### config.mk
export PLATFORM = sky130hd
export DESIGN_NAME = pwm_gate_driver
export DESIGN_NICKNAME = d
export VERILOG_FILES = /design/src/rtl/pwm_gate_driver_pkg.sv /design/src/rtl/pwm_gate_driver_leg.sv /design/src/rtl/pwm_gate_driver.sv
export SDC_FILE = /design/constraint.sdc
export NUM_CORES = 1
export LEC_CHECK = 0
export CAP_MARGIN = 20
export CORE_UTILIZATION = 52
export CTS_CLUSTER_DIAMETER = 30
export DETAILED_ROUTE_END_ITERATION = 10
export GPL_TIMING_DRIVEN = 0
export PLACE_DENSITY = 0.73
export SYNTH_ARGS = -nofsm -noshare
export SYNTH_HDL_FRONTEND = slang
export SYNTH_SLANG_ARGS = --single-unit
### constraint.sdc
create_clock -name clk -period 2.2 [get_ports clk]
set_input_delay 0.33 -clock clk [delete_from_list [all_inputs] [get_ports clk]]
set_output_delay 0.33 -clock clk [all_outputs]
set_load 0.01 [all_outputs]
### src/rtl/pwm_gate_driver_pkg.sv
// rtl/pwm_gate_driver_pkg.sv - shared types, defaults and helpers for the three-phase gate driver
package pwm_gate_driver_pkg;

    localparam int DEFAULT_DEAD_CYCLES = 100;
    localparam int DEFAULT_CARRIER_MAX = 3125;
    localparam int DEAD_W              = 10;

    typedef enum logic [2:0] {
        LEG_IDLE      = 3'd0,
        LEG_LOW_ON    = 3'd1,
        LEG_DEAD_RISE = 3'd2,
        LEG_HIGH_ON   = 3'd3,
        LEG_DEAD_FALL = 3'd4
    } leg_state_t;

    // Saturate a signed reference into [-limit, +limit]; limit is positive.
    function automatic logic signed [15:0] clamp_ref(input logic signed [15:0] value,
                                                     input logic signed [15:0] limit);
        logic signed [15:0] result;
        result = value;
        if (value > limit) begin
            result = limit;
        end else if (value < -limit) begin
            result = -limit;
        end
        return result;
    endfunction

endpackage

### src/rtl/pwm_gate_driver_leg.sv
// rtl/pwm_gate_driver_leg.sv - one inverter leg: demand compare, dead-time FSM and gate decode
//
// Ports:
//   clk, reset        system clock, synchronous active-high reset
//   clk_enable        global enable; all state holds while low
//   pwm_en            low forces the leg to IDLE (both switches off)
//   active_ref        clamped, peak-synchronised phase reference
//   carrier           signed triangle carrier
//   gate_h, gate_l    high-/low-side switch commands
module pwm_leg
    import pwm_gate_driver_pkg::*;
#(
    parameter int DEAD_CYCLES = DEFAULT_DEAD_CYCLES
) (
    input  logic               clk,
    input  logic               reset,
    input  logic               clk_enable,
    input  logic               pwm_en,
    input  logic signed [15:0] active_ref,
    input  logic signed [15:0] carrier,
    output logic               gate_h,
    output logic               gate_l
);

    localparam logic [DEAD_W-1:0] DEAD_LOAD = DEAD_W'(DEAD_CYCLES - 1);

    leg_state_t        state;
    leg_state_t        state_next;
    logic [DEAD_W-1:0] dead_cnt;
    logic [DEAD_W-1:0] dead_cnt_next;
    logic              demand;

    // Registered comparison; ties resolve to the low side.
    always_ff @(posedge clk) begin
        if (reset) begin
            demand <= 1'b0;
        end else if (clk_enable) begin
            demand <= (active_ref > carrier);
        end
    end

    always_ff @(posedge clk) begin
        if (reset) begin
            state    <= LEG_IDLE;
            dead_cnt <= '0;
        end else if (clk_enable) begin
            state    <= state_next;
            dead_cnt <= dead_cnt_next;
        end
    end

    // Both dead states always run the full count; the side chosen at the end
    // follows the demand seen then, so a reversal mid-count never restarts it.
    always_comb begin
        state_next    = state;
        dead_cnt_next = dead_cnt;
        if (!pwm_en) begin
            state_next    = LEG_IDLE;
            dead_cnt_next = '0;
        end else begin
            case (state)
                LEG_IDLE: begin
                    state_next    = demand ? LEG_DEAD_RISE : LEG_DEAD_FALL;
                    dead_cnt_next = DEAD_LOAD;
                end
                LEG_LOW_ON: begin
                    if (demand) begin
                        state_next    = LEG_DEAD_RISE;
                        dead_cnt_next = DEAD_LOAD;
                    end
                end
                LEG_HIGH_ON: begin
                    if (!demand) begin
                        state_next    = LEG_DEAD_FALL;
                        dead_cnt_next = DEAD_LOAD;
                    end
                end
                LEG_DEAD_RISE, LEG_DEAD_FALL: begin
                    if (dead_cnt != '0) begin
                        dead_cnt_next = dead_cnt - 1'b1;
                    end else begin
                        state_next = demand ? LEG_HIGH_ON : LEG_LOW_ON;
                    end
                end
                default: begin
                    state_next    = LEG_IDLE;
                    dead_cnt_next = '0;
                end
            endcase
        end
    end

    // Pure state decode: the two gates can never be on together.
    always_comb begin
        gate_h = (state == LEG_HIGH_ON);
        gate_l = (state == LEG_LOW_ON);
    end

endmodule

### src/rtl/pwm_gate_driver.sv
// rtl/pwm_gate_driver.sv - three-phase PWM gate driver with dead-time insertion
//
// Ports:
//   clk, reset                 system clock, synchronous active-high reset
//   clk_enable / ce_out        global enable in, echoed out
//   carrier                    signed triangle carrier, -CARRIER_MAX..+CARRIER_MAX
//   ref_a, ref_b, ref_c        signed phase references, qualified by ref_valid
//   pwm_en                     low forces all switches off
//   gate_ah .. gate_cl         high/low-side switch commands per phase
module pwm_gate_driver
    import pwm_gate_driver_pkg::*;
#(
    parameter int DEAD_CYCLES = DEFAULT_DEAD_CYCLES,
    parameter int CARRIER_MAX = DEFAULT_CARRIER_MAX
) (
    input  logic               clk,
    input  logic               reset,
    input  logic               clk_enable,
    output logic               ce_out,
    input  logic signed [15:0] carrier,
    input  logic signed [15:0] ref_a,
    input  logic signed [15:0] ref_b,
    input  logic signed [15:0] ref_c,
    input  logic               ref_valid,
    input  logic               pwm_en,
    output logic               gate_ah,
    output logic               gate_al,
    output logic               gate_bh,
    output logic               gate_bl,
    output logic               gate_ch,
    output logic               gate_cl
);

    localparam logic signed [15:0] LIMIT = 16'(CARRIER_MAX);

    logic signed [15:0] shadow_a, shadow_b, shadow_c;
    logic signed [15:0] active_a, active_b, active_c;
    logic               at_turn;

    assign ce_out  = clk_enable;
    assign at_turn = (carrier == LIMIT) || (carrier == -LIMIT);

    // Non-blocking update means a strobe coinciding with a peak/valley lands
    // in the shadow only; the active copy takes the previous shadow value.
    always_ff @(posedge clk) begin
        if (reset) begin
            shadow_a <= '0;
            shadow_b <= '0;
            shadow_c <= '0;
            active_a <= '0;
            active_b <= '0;
            active_c <= '0;
        end else if (clk_enable) begin
            if (ref_valid) begin
                shadow_a <= clamp_ref(ref_a, LIMIT);
                shadow_b <= clamp_ref(ref_b, LIMIT);
                shadow_c <= clamp_ref(ref_c, LIMIT);
            end
            if (at_turn) begin
                active_a <= shadow_a;
                active_b <= shadow_b;
                active_c <= shadow_c;
            end
        end
    end

    pwm_leg #(.DEAD_CYCLES(DEAD_CYCLES)) u_leg_a (
        .clk        (clk),
        .reset      (reset),
        .clk_enable (clk_enable),
        .pwm_en     (pwm_en),
        .active_ref (active_a),
        .carrier    (carrier),
        .gate_h     (gate_ah),
        .gate_l     (gate_al)
    );

    pwm_leg #(.DEAD_CYCLES(DEAD_CYCLES)) u_leg_b (
        .clk        (clk),
        .reset      (reset),
        .clk_enable (clk_enable),
        .pwm_en     (pwm_en),
        .active_ref (active_b),
        .carrier    (carrier),
        .gate_h     (gate_bh),
        .gate_l     (gate_bl)
    );

    pwm_leg #(.DEAD_CYCLES(DEAD_CYCLES)) u_leg_c (
        .clk        (clk),
        .reset      (reset),
        .clk_enable (clk_enable),
        .pwm_en     (pwm_en),
        .active_ref (active_c),
        .carrier    (carrier),
        .gate_h     (gate_ch),
        .gate_l     (gate_cl)
    );

endmodule

==> results of run 1 <==
-- registers in the layout, indices dropped and copies added, names as in the netlist --
register          flops
shadow_a             16
shadow_b             16
shadow_c             16
u_leg_b.dead_cnt     10
u_leg_c.dead_cnt     10
u_leg_a.state         3
u_leg_a.dead_cnt     10
u_leg_c.state         3
active_a             16
active_c             16
u_leg_b.state         3
u_leg_a.demand        1
u_leg_b.demand        1
active_b             16
u_leg_c.demand        1
-- critical path: stages, from the launching register on --
cell	delay (ns)
dfxtp_4	0.34
inv_2	0.06
ha_4	0.14
or3b_4	0.40
or4_4	0.54
o21ai_4	0.19
buf_6	0.14
nor3_2	0.05
a32o_1	0.20
-- cell families (layout without fill, tap and decap cells) --
family,count (synthesis),in the layout,synth area share
simple gates,304,304,0.205
xor+xnor,20,20,0.0238
mux,54,54,0.0736
compound gates,222,222,0.185
buf+inv,81,193,0.0446
fa+ha+maj,54,54,0.0920
flops,138,138,0.376
-- worst paths after layout --
| path | start | to | slack, ns |
|---|---|---|---|
| worst min-delay path | reset | u_leg_b.state[2] | 0.34 |
| worst min register to register | shadow_b[1] | shadow_b[1] | 0.45 |
| worst max-delay path | u_leg_c.dead_cnt[1] | u_leg_c.dead_cnt[6] | 0.04 |
| worst max register to register | u_leg_c.dead_cnt[1] | u_leg_c.dead_cnt[6] | 0.04 |
-- final cells by class --
| type | instances | area [sq um] | area share |
|---|---|---|---|
| clock inverters | 9 | 111 | 0.0123 |
| multi-input cells | 654 | 4320 | 0.476 |
| repair buffers | 86 | 832 | 0.0917 |
| well taps | 180 | 225 | 0.0248 |
| plain buffers | 38 | 180 | 0.0199 |
| inverters | 38 | 143 | 0.0157 |
| flip-flops and latches | 138 | 2770 | 0.306 |
| clock buffers | 22 | 484 | 0.0534 |
-- power by group through the flow --
stage               clock [uW]  sequential, uW  combinational [uW]
global route              3040            2710                1060
CTS                       2920            2700                 935
floorplan                    0            2710                 612
detailed placement           0            2740                 930
global placement             0            2740                 919
finish                    2890            2700                 970
-- layer usage --
metal	wire length, um	vias to the layer above
li1	-	3360
met1	8690	3188
met2	8960	208
met3	946	46
met4	511	0
met5	0	-
-- placed cells by master (no fill, tap or decap), types with 15 or more instances in the layout --
master           synthesis  final
nor2_1                 125    124
nand4_1                 19     19
nand2_1                 56     56
clkbuf_1                34     30
a21oi_1                 46     46
clkbuf_16                0     17
o21ai_0                 69     69
inv_1                   37     34
xor2_1                  15     15
mux2i_1                 54     54
dfxtp_1                138    134
nor3_1                  18     17
nand2b_1                16     16
clkdlybuf4s50_1          0     71
ha_1                    54     53
a31oi_1                 28     28
-- per-stage QoR --
step,TNS (ns),total power (uW),util
floorplan,0,3320,-
global placement,-41.64,3660,0.601
detailed placement,-43.40,3670,0.601
CTS,0,6550,0.646
global route,-0.341,6820,0.656
finish,0,6560,0.656
-- timing repair --
action,CTS,global route
resized for setup,15,18
setup endpoints to repair,56,35
hold buffers,0,0
gates cloned,0,1
setup buffers,1,10
pin swaps,1,7
==> results.md, run 1 <==
- Worst hold stages: 3
- Vias per cell: 5.84
- DIE HEIGHT: 121 um
- CP Max Fanout: 5
- Final min period: 2.16 ns
- GRT Residual Overflow: 0
- CTS tree: done
- Most Crowded Layer GR: met2
- Synth area leaders: dfxtp_1, ha_1, mux2i_1
- Outcome: finished, final reports clean
- Tcrit/Tclk final: 0.983
- Final WS setup: 0.0376 ns
- FF-to-FF path depth: 8
- #FFs+latches synth: 138
- Fillers: 1186
- Finish-stage setup viols: 0
- Clock share of power: 0.441
- Clock buffer count from CTS: 17
- Post-synth top area share: 0.376
- CTS clk-pin slew, worst paths: 0.06 ns
- Initial Utilization: 0.531
- Root Buffer: clkbuf_16
- Htree depth: 4
- Met3 Usage GRT: 0.0517
- Site Rows: 43
- RD Place Congestion: 0.894
- VDD IR-drop max: 0.000558 V
- Leakage: 0.00400 uW
- Crit. End Element: flip-flop
- Setup Crit Path Kind: flip-flop to flip-flop
- DRT antenna net count: 0
- Die ar.: 0.0146 sq mm
- Yosys warning count: 0
- Final Hold Fails: 0
- Final std cells w/o fill: 1165
- ANT cells: 0
- Routed vias: 6802
- Most common cell in the synthesized netlist: dfxtp_1
- Post-synth ARST share: 0
- Max-slew violations: 0
- DR WL/cell: 16.4 um
- Main synth FF type: dfxtp_1
- Max Freq: 462 MHz
- Sw frac: 0.264
- Worst path required time: 2.52 ns
- Total clock sinks: 138
- PD cells: 723 mW/mm^2
- Post-synthesis sequential area ratio: 0.376
- Largest net degree at the start of global routing: 17
- DP HPWL: 13900 um
- Largest area contributor in the netlist: dfxtp_1
- GRT Util Overall: 0.267
- Worst Path Arrival: 2.48 ns
- Sequential Power Share: 0.411
- Nets: 1096
- MaxCap Viol Count: 0
- Net Switching: 1730 uW
- Dpl cell area: 0.00831 sq mm
- Clock Path Buffers: 2
- Syn_nets: 996
- Distinct cells, synth: 63
- Ports: 76
- Area Growth Syn to Fin: 23.5%
- Most common library cells after synthesis: dfxtp_1, nor2_1, o21ai_0, nand2_1
- Antenna violations before repair: 0
- Met2 Usage GRT: 0.436
- Clock latency on the worst-skew pair: 0.43 ns
- Global-route wire length before repair: 30100 um
- Number of synthesized flops with an enable pin: 0
- Worst hold path class: input port to flip-flop
- Die X: 121 um
- Worst slew margin: 0.452
- Initial DRC count: 450
- Fin area: 0.00907 sq mm
- Gate count of the mapped netlist: 873
- Cell Int Power: 4820 uW
- Share of cells above drive strength 1: 0.0873
- Drt drc: 0
- Placeable Area: 0.0138 sq mm
- Slew @ Worst Pin: 0.815 ns
- Number of global-route vias before repair: 6116
- CP Launch Type: flip-flop
- Pre-CTS setup slack: -0.716 ns
- Detailed Route WL: 19100 um
- DRT Pass-1 Iters: 5
- Combinational share of power: 0.148
- Cell area after synthesis: 0.00735 sq mm
- Met1 Use GR: 0.338
- Buffers added on ports: 74
- Placed cells: 1127
- Final hold slack: 0.339 ns
- Clock Skew: 0.00759 ns
- Synth Area per Inst: 8.42 sq um
(Power assumes the default switching activity.)
==> run 2: changes to the inputs <==
--- a/config.mk
+++ b/config.mk
@@ -6,11 +6,12 @@
 export NUM_CORES = 1
 export LEC_CHECK = 0
 export CAP_MARGIN = 20
-export CORE_UTILIZATION = 52
+export CORE_UTILIZATION = 50
 export CTS_CLUSTER_DIAMETER = 30
 export DETAILED_ROUTE_END_ITERATION = 10
 export GPL_TIMING_DRIVEN = 0
-export PLACE_DENSITY = 0.73
+export PLACE_DENSITY = 0.7
 export SYNTH_ARGS = -nofsm -noshare
 export SYNTH_HDL_FRONTEND = slang
+export SYNTH_HIERARCHICAL = 1
 export SYNTH_SLANG_ARGS = --single-unit
==> results.md, run 2 <==
- Slew @ Worst Pin: 0.630 ns (was 0.815 ns)
- Final Hold Fails: 0 (unchanged)
- RD Place Congestion: 0.833 (was 0.894)
- Worst slew margin: 0.575 (was 0.452)
- Crit. End Element: flip-flop (unchanged)
- Most common cell in the synthesized netlist: dfxtp_1 (unchanged)
- Placed cells: 1233 (was 1127)
- Die ar.: 0.0169 sq mm (was 0.0146 sq mm)
- Synth Area per Inst: 8.72 sq um (was 8.42 sq um)
- Routed vias: 6715 (was 6802)
- Dpl cell area: 0.00923 sq mm (was 0.00831 sq mm)
- Worst Path Arrival: 2.45 ns (was 2.48 ns)
- Cell Int Power: 4830 uW (was 4820 uW)
- Total clock sinks: 138 (unchanged)
- Site Rows: 46 (was 43)
- Clock Path Buffers: 2 (unchanged)
- Die X: 130 um (was 121 um)
- Total power: 6690 uW (was 6560 uW)
- Distinct cells, synth: 59 (was 63)
- Combinational share of power: 0.165 (was 0.148)
- Worst path max stage delay: 0.57 ns (was 0.54 ns)
- Post-synth top area share: 0.336 (was 0.376)
- Vias per cell: 5.31 (was 5.84)
- Worst path required time: 2.55 ns (was 2.52 ns)
- Clock buffer count from CTS: 17 (unchanged)
- DRT Pass-1 Iters: 6 (was 5)
- Ports: 76 (unchanged)
- Crit-path slowest cell: or4b_1 (was or4_4)
- Max Freq: 477 MHz (was 462 MHz)
- Area Growth Syn to Fin: 20.2% (was 23.5%)
- Sw frac: 0.279 (was 0.264)
- Root Buffer: clkbuf_16 (unchanged)
- Global-route wire length before repair: 31000 um (was 30100 um)
- Clock share of power: 0.431 (was 0.441)
- Post-synth ARST share: 0 (unchanged)
- Share of cells above drive strength 1: 0.0887 (was 0.0873)
- Main synth FF type: dfxtp_1 (unchanged)
- ANT cells: 0 (unchanged)
- Largest area contributor in the netlist: dfxtp_1 (unchanged)
- Buffers added on ports: 75 (was 74)
- Yosys warning count: 6 (was 0)
- CP Max Fanout: 10 (was 5)
- GRT Residual Overflow: 0 (unchanged)
- Drt drc: 0 (unchanged)
- Most common cell after layout, fill and taps aside: dfxtp_1 (unchanged)
- DIE HEIGHT: 130 um (was 121 um)
- Most frequent cells in the layout: dfxtp_1, nand2b_1, nor2_1, inv_1, clkdlybuf4s50_1 (was dfxtp_1, nor2_1, clkdlybuf4s50_1, o21ai_0, nand2_1)
- Antenna violations before repair: 0 (unchanged)
- Cell area after synthesis: 0.00821 sq mm (was 0.00735 sq mm)
- CTS clk-pin slew, worst paths: 0.07 ns (was 0.06 ns)
- Largest net degree at the start of global routing: 17 (unchanged)
- Gate count of the mapped netlist: 942 (was 873)
- Leakage: 0.00399 uW (was 0.00400 uW)
- Outcome: finished, final reports clean (unchanged)
- Initial Utilization: 0.515 (was 0.531)
- Number of synthesized flops with an enable pin: 0 (unchanged)
- MaxCap Viol Count: 0 (unchanged)
- Number of global-route vias before repair: 6458 (was 6116)
- Nets: 1159 (was 1096)
- Max-slew violations: 0 (unchanged)
- VDD IR-drop max: 0.000547 V (was 0.000558 V)
- Sequential Power Share: 0.404 (was 0.411)
- Worst hold path class: flip-flop to flip-flop (was input port to flip-flop)
- Synth area leaders: dfxtp_1, nand2b_1, ha_1 (was dfxtp_1, ha_1, mux2i_1)
- Htree depth: 4 (unchanged)
- Fin area: 0.00987 sq mm (was 0.00907 sq mm)
- Critical-path cell list: clkdlybuf4s50_1 > or4b_1 > nor4_2 > o21a_1 > buf_6 > buf_12 > mux2i_1 (was inv_2 > ha_4 > or3b_4 > or4_4 > o21ai_4 > buf_6 > nor3_2 > a32o_1)
- RSZ-0062 raised after global routing: no
- Initial DRC count: 368 (was 450)
- Placeable Area: 0.0159 sq mm (was 0.0138 sq mm)
- CP Launch Type: input port (was flip-flop)
- Net Switching: 1870 uW (was 1730 uW)
- Post-synthesis sequential area ratio: 0.336 (was 0.376)
- PD cells: 678 mW/mm^2 (was 723 mW/mm^2)
- DP HPWL: 14100 um (was 13900 um)
- GRT Util Overall: 0.234 (was 0.267)
- Postcts setup bufs: 0 (was 1)
- Most common library cells after synthesis: dfxtp_1, nand2b_1, nor2_1, inv_1 (was dfxtp_1, nor2_1, o21ai_0, nand2_1)
- #FFs+latches synth: 138 (unchanged)
- Pre-CTS setup slack: -0.943 ns (was -0.716 ns)
- Syn_nets: 1065 (was 996)
- Tcrit/Tclk final: 0.953 (was 0.983)
- Final min period: 2.10 ns (was 2.16 ns)
- DRT antenna net count: 0 (unchanged)
- Clock latency on the worst-skew pair: 0.43 ns (about the same)
- DR WL/cell: 14.6 um (was 16.4 um)
- CTS tree: done (unchanged)
- Detailed Route WL: 18500 um (was 19100 um)
- Finish-stage setup viols: 0 (unchanged)
- Final WS setup: 0.104 ns (was 0.0376 ns)
- Clock Skew: 0.00837 ns (was 0.00759 ns)
- Setup Crit Path Kind: input port to flip-flop (was flip-flop to flip-flop)
- Final std cells w/o fill: 1265 (was 1165)
- Fin util: 0.619 (was 0.656)
[run 2: cell types whose count changed after synthesis, moves of 8 or more]
cell,previous run,this run
o21ai_0,69,49
clkbuf_1,34,24
a211oi_1,5,33
nor3_1,18,9
o21ai_1,13,3
nand2_1,56,42
xor2_1,15,3
a31oi_1,28,3
nand3b_1,4,12
a21oi_1,46,30
nand2b_1,16,114
nor2_1,125,103
inv_1,37,75
xnor2_1,5,15
[run 2: critical path, delay by kind of cell]
family	cells	cell delay, ns
AOI/OAI and AO/OA	1	0.16
muxes	1	0.18
buffers and inverters	3	0.90
and+or+nand+nor	2	0.86
[run 2: metrics by stage]
step | hold slack [ns] | setup TNS [ns]
detailed placement | 0.446 | -65.27
finish | 0.457 | 0
global route | 0.474 | 0
floorplan | 0.426 | 0
global placement | 0.437 | -65.38
CTS | 0.461 | 0
[run 2: path summary, 6_finish.rpt]
| kind | from | end | slack [ns] | depth (start not counted) |
|---|---|---|---|---|
| setup / recovery | carrier[13] | active_a[14] | 0.10 | 7 |
| hold / removal | shadow_c[6] | shadow_c[6] | 0.46 | 2 |
| setup reg to reg | u_leg_b/dead_cnt[0] | u_leg_b/dead_cnt[5] | 0.33 | 8 |
| hold reg to reg | shadow_c[6] | shadow_c[6] | 0.46 | 2 |
[run 2: layer usage]
layer / wire (um) / GRT usage
met1: 9060 / 0.305
met5: 0 / 0
met3: 598 / 0.0431
met2: 8490 / 0.388
met4: 374 / 0.0780
[run 2: final cells by class]
class,instances,area [sq um]
plain buffers,39,277
clock buffers,18,429
clock inverters,14,160
fillers,1469,6070
inverters,75,282
multi-input cells,690,4920
flip-flops and latches,138,2760
well taps,216,270
repair buffers,75,769
[run 2: timing repair]
action,in CTS,in global routing
resized for setup,3,20
pin swaps,0,1
hold buffers,0,0
setup endpoints to repair,48,78
[run 2: kinds of logic after synthesis]
group                    synth area share
AND/OR/NAND/NOR                     0.260
XOR/XNOR                           0.0251
multiplexers                       0.0713
buffers and inverters              0.0674
AO/OA/AOI/OAI                       0.157
flip-flops                          0.336
adder cells (fa/ha/maj)            0.0823
[run 2: power groups by stage]
stage,Combinational (uW),Sequential [uW],Clock (uW)
5_1_grt,1220,2720,3050
6_report,1100,2700,2890
3_3_place_gp,1080,2750,0
4_1_cts,1100,2700,2930
2_1_floorplan,750,2730,0
3_5_place_dp,1090,2760,0
==> run 3: changes to the inputs <==
--- a/config.mk
+++ b/config.mk
@@ -6,11 +6,13 @@
 export NUM_CORES = 1
 export LEC_CHECK = 0
 export CAP_MARGIN = 20
-export CORE_UTILIZATION = 50
+export CELL_PAD_IN_SITES_DETAIL_PLACEMENT = 1
+export CELL_PAD_IN_SITES_GLOBAL_PLACEMENT = 1
+export CORE_UTILIZATION = 40
 export CTS_CLUSTER_DIAMETER = 30
 export DETAILED_ROUTE_END_ITERATION = 10
 export GPL_TIMING_DRIVEN = 0
-export PLACE_DENSITY = 0.7
+export PLACE_DENSITY = 0.73
 export SYNTH_ARGS = -nofsm -noshare
 export SYNTH_HDL_FRONTEND = slang
 export SYNTH_HIERARCHICAL = 1
==> results.md, run 3 (synthesis gave the netlist of run 2 again) <==
- Placed cells: 1287 (was 1233)
- Die ar.: 0.0211 sq mm (was 0.0169 sq mm)
- Worst Path Arrival: 2.43 ns (was 2.45 ns)
- Worst path required time: 2.52 ns (was 2.55 ns)
- Critical Path Sink: u_leg_a/demand (was active_a[14])
- GRT Util Overall: 0.217 (was 0.234)
- Slew @ Worst Pin: 0.773 ns (was 0.630 ns)
- Crit path buffers/inverters: 2 (was 3)
- Antenna violations before repair: 0 (unchanged)
- CP Max Fanout: 5 (was 10)
- Routed vias: 6845 (was 6715)
- Hold_buf cts: 0 (unchanged)
- DP HPWL: 16400 um (was 14100 um)
- Detailed Route WL: 21800 um (was 18500 um)
- Total clock sinks: 138 (unchanged)
- Setup Crit Path Kind: input port to flip-flop (unchanged)
- FF-to-FF path depth: 6 (was 8)
- Vias per cell: 5.19 (was 5.31)
- GRT Residual Overflow: 0 (unchanged)
- Number of global-route vias before repair: 7143 (was 6458)
- Final std cells w/o fill: 1318 (was 1265)
- Critical path origin: carrier[5] (was carrier[13])
- Outcome: finished, final reports clean (unchanged)
- Critical-path cell list: clkdlybuf4s50_1 > inv_1 > ha_1 > a211oi_1 > nor2_1 > nor4b_2 > o211ai_1 > a32o_1 (was clkdlybuf4s50_1 > or4b_1 > nor4_2 > o21a_1 > buf_6 > buf_12 > mux2i_1)
- Worst slew margin: 0.479 (was 0.575)
- Buffers added on ports: 75 (unchanged)
- R2r setup slk: 0.36 ns (was 0.33 ns)
- DIE HEIGHT: 145 um (was 130 um)
- Number of cells on the critical path: 8 (was 7)
- Leakage: 0.00405 uW (was 0.00399 uW)
- Most frequent cells in the layout: dfxtp_1, nand2b_1, nor2_1, inv_1, clkdlybuf4s50_1 (unchanged)
- Clock Skew: 0.0105 ns (was 0.00837 ns)
- Post-route setup TNS: 0 ns (unchanged)
- Worst path max stage delay: 0.62 ns (was 0.57 ns)
- CTS tree: done (unchanged)
- Site Rows: 52 (was 46)
- Final min period: 2.11 ns (was 2.10 ns)
- Initial Utilization: 0.407 (was 0.515)
- Worst hold path class: flip-flop to flip-flop (unchanged)
- ANT cells: 0 (unchanged)
- Clock Path Buffers: 2 (unchanged)
- Tcrit/Tclk final: 0.957 (was 0.953)
- Share of cells above drive strength 1: 0.0945 (was 0.0887)
- Max Freq: 475 MHz (was 477 MHz)
- R2R Path Start: u_leg_c/state[2] (was u_leg_b/dead_cnt[0])
- Largest net degree at the start of global routing: 17 (unchanged)
- RD Place Congestion: 0.799 (was 0.833)
- MaxCap Viol Count: 0 (unchanged)
- Total power: 7080 uW (was 6690 uW)
- Area Growth Syn to Fin: 22.1% (was 20.2%)
- Crit path max-delay family: buffers and inverters (unchanged)
- Die X: 145 um (was 130 um)
- Crit-path slowest cell: clkdlybuf4s50_1 (was or4b_1)
- Most common cell after layout, fill and taps aside: dfxtp_1 (unchanged)
- VDD IR-drop max: 0.000409 V (was 0.000547 V)
- Dpl cell area: 0.00930 sq mm (was 0.00923 sq mm)
- Clock latency on the worst-skew pair: 0.43 ns (about the same)
- CTS clk-pin slew, worst paths: 0.06 ns (was 0.07 ns)
- Clock buffer count from CTS: 17 (unchanged)
- Max-slew violations: 0 (unchanged)
- DRT antenna net count: 0 (unchanged)
- Drt drc: 0 (unchanged)
- DR WL/cell: 16.6 um (was 14.6 um)
- DRT Pass-1 Iters: 4 (was 6)
- Nets: 1158 (was 1159)
- Postcts setup bufs: 0 (unchanged)
- Initial DRC count: 191 (was 368)
- Fin area: 0.0100 sq mm (was 0.00987 sq mm)
- Finish-stage setup viols: 0 (unchanged)
- Global-route wire length before repair: 36400 um (was 31000 um)
- PD cells: 706 mW/mm^2 (was 678 mW/mm^2)
- CP Launch Type: input port (unchanged)
- Worst R2R End: u_leg_c/state[1] (was u_leg_b/dead_cnt[5])
- Root Buffer: clkbuf_16 (unchanged)
- RSZ-0062 raised after global routing: no (unchanged)
- Htree depth: 4 (unchanged)
- Final Hold Fails: 0 (unchanged)
- Ports: 76 (unchanged)
- Placeable Area: 0.0202 sq mm (was 0.0159 sq mm)
- Crit. End Element: flip-flop (unchanged)
[run 3: per-stage QoR]
step	setup WS, ns	util	hold WS [ns]
6_report	0.0935	0.497	0.460
5_1_grt	0.00207	0.497	0.491
3_5_place_dp	-1.15	0.461	0.447
3_3_place_gp	-1.08	0.461	0.437
4_1_cts	0.00961	0.494	0.462
2_1_floorplan	0.357	-	0.426
[run 3: worst min-delay path, stage by stage (launching register included)]
cell,delay (ns)
dfxtp_1,0.33
nand2_1,0.05
o21ai_0,0.05
[run 3: routing by layer]
metal  GRT usage  vias up  share of wire
li1            -     3496              -
met1       0.279     3269           0.48
met2       0.373       69           0.49
met3      0.0437       11          0.021
met4      0.0511        0         0.0078
met5           0        -              0
[run 3: area by class of cell]
type | instances | area (sq um)
Fill cell | 2353 | 10100
Clock buffer | 19 | 443
Tap cell | 270 | 338
Clock inverter | 13 | 215
Multi-Input combinational cell | 690 | 4950
Timing Repair Buffer | 75 | 767
Inverter | 75 | 282
Buffer | 38 | 275
Sequential cell | 138 | 2760
[run 3: power breakdown]
part | total [uW] | leakage, uW | switching (uW) | internal (uW)
Combinational | 1130 | 0.00260 | 606 | 529
Sequential | 2710 | 0.00112 | 100 | 2610
Clock | 3240 | 0.000318 | 1180 | 2050
[run 3: worst min path at each step]
| stage | startpoint | endpoint | slack (ns) | depth (start not counted) |
|---|---|---|---|---|
| after floorplan | shadow_a[12] | shadow_a[12] | 0.43 | 2 |
| after global placement | shadow_c[1] | shadow_c[1] | 0.44 | 2 |
| after detailed placement | shadow_c[8] | shadow_c[8] | 0.45 | 2 |
| after CTS | shadow_c[8] | shadow_c[8] | 0.46 | 2 |
| after global routing | shadow_c[8] | shadow_c[8] | 0.49 | 2 |
| final | shadow_a[12] | shadow_a[12] | 0.46 | 2 |
[run 3: what timing repair did]
item | in CTS | in global routing
gates resized for setup | 6 | 24
setup endpoints to repair | 49 | 80
cloned | 0 | 0
pin swaps | 0 | 0
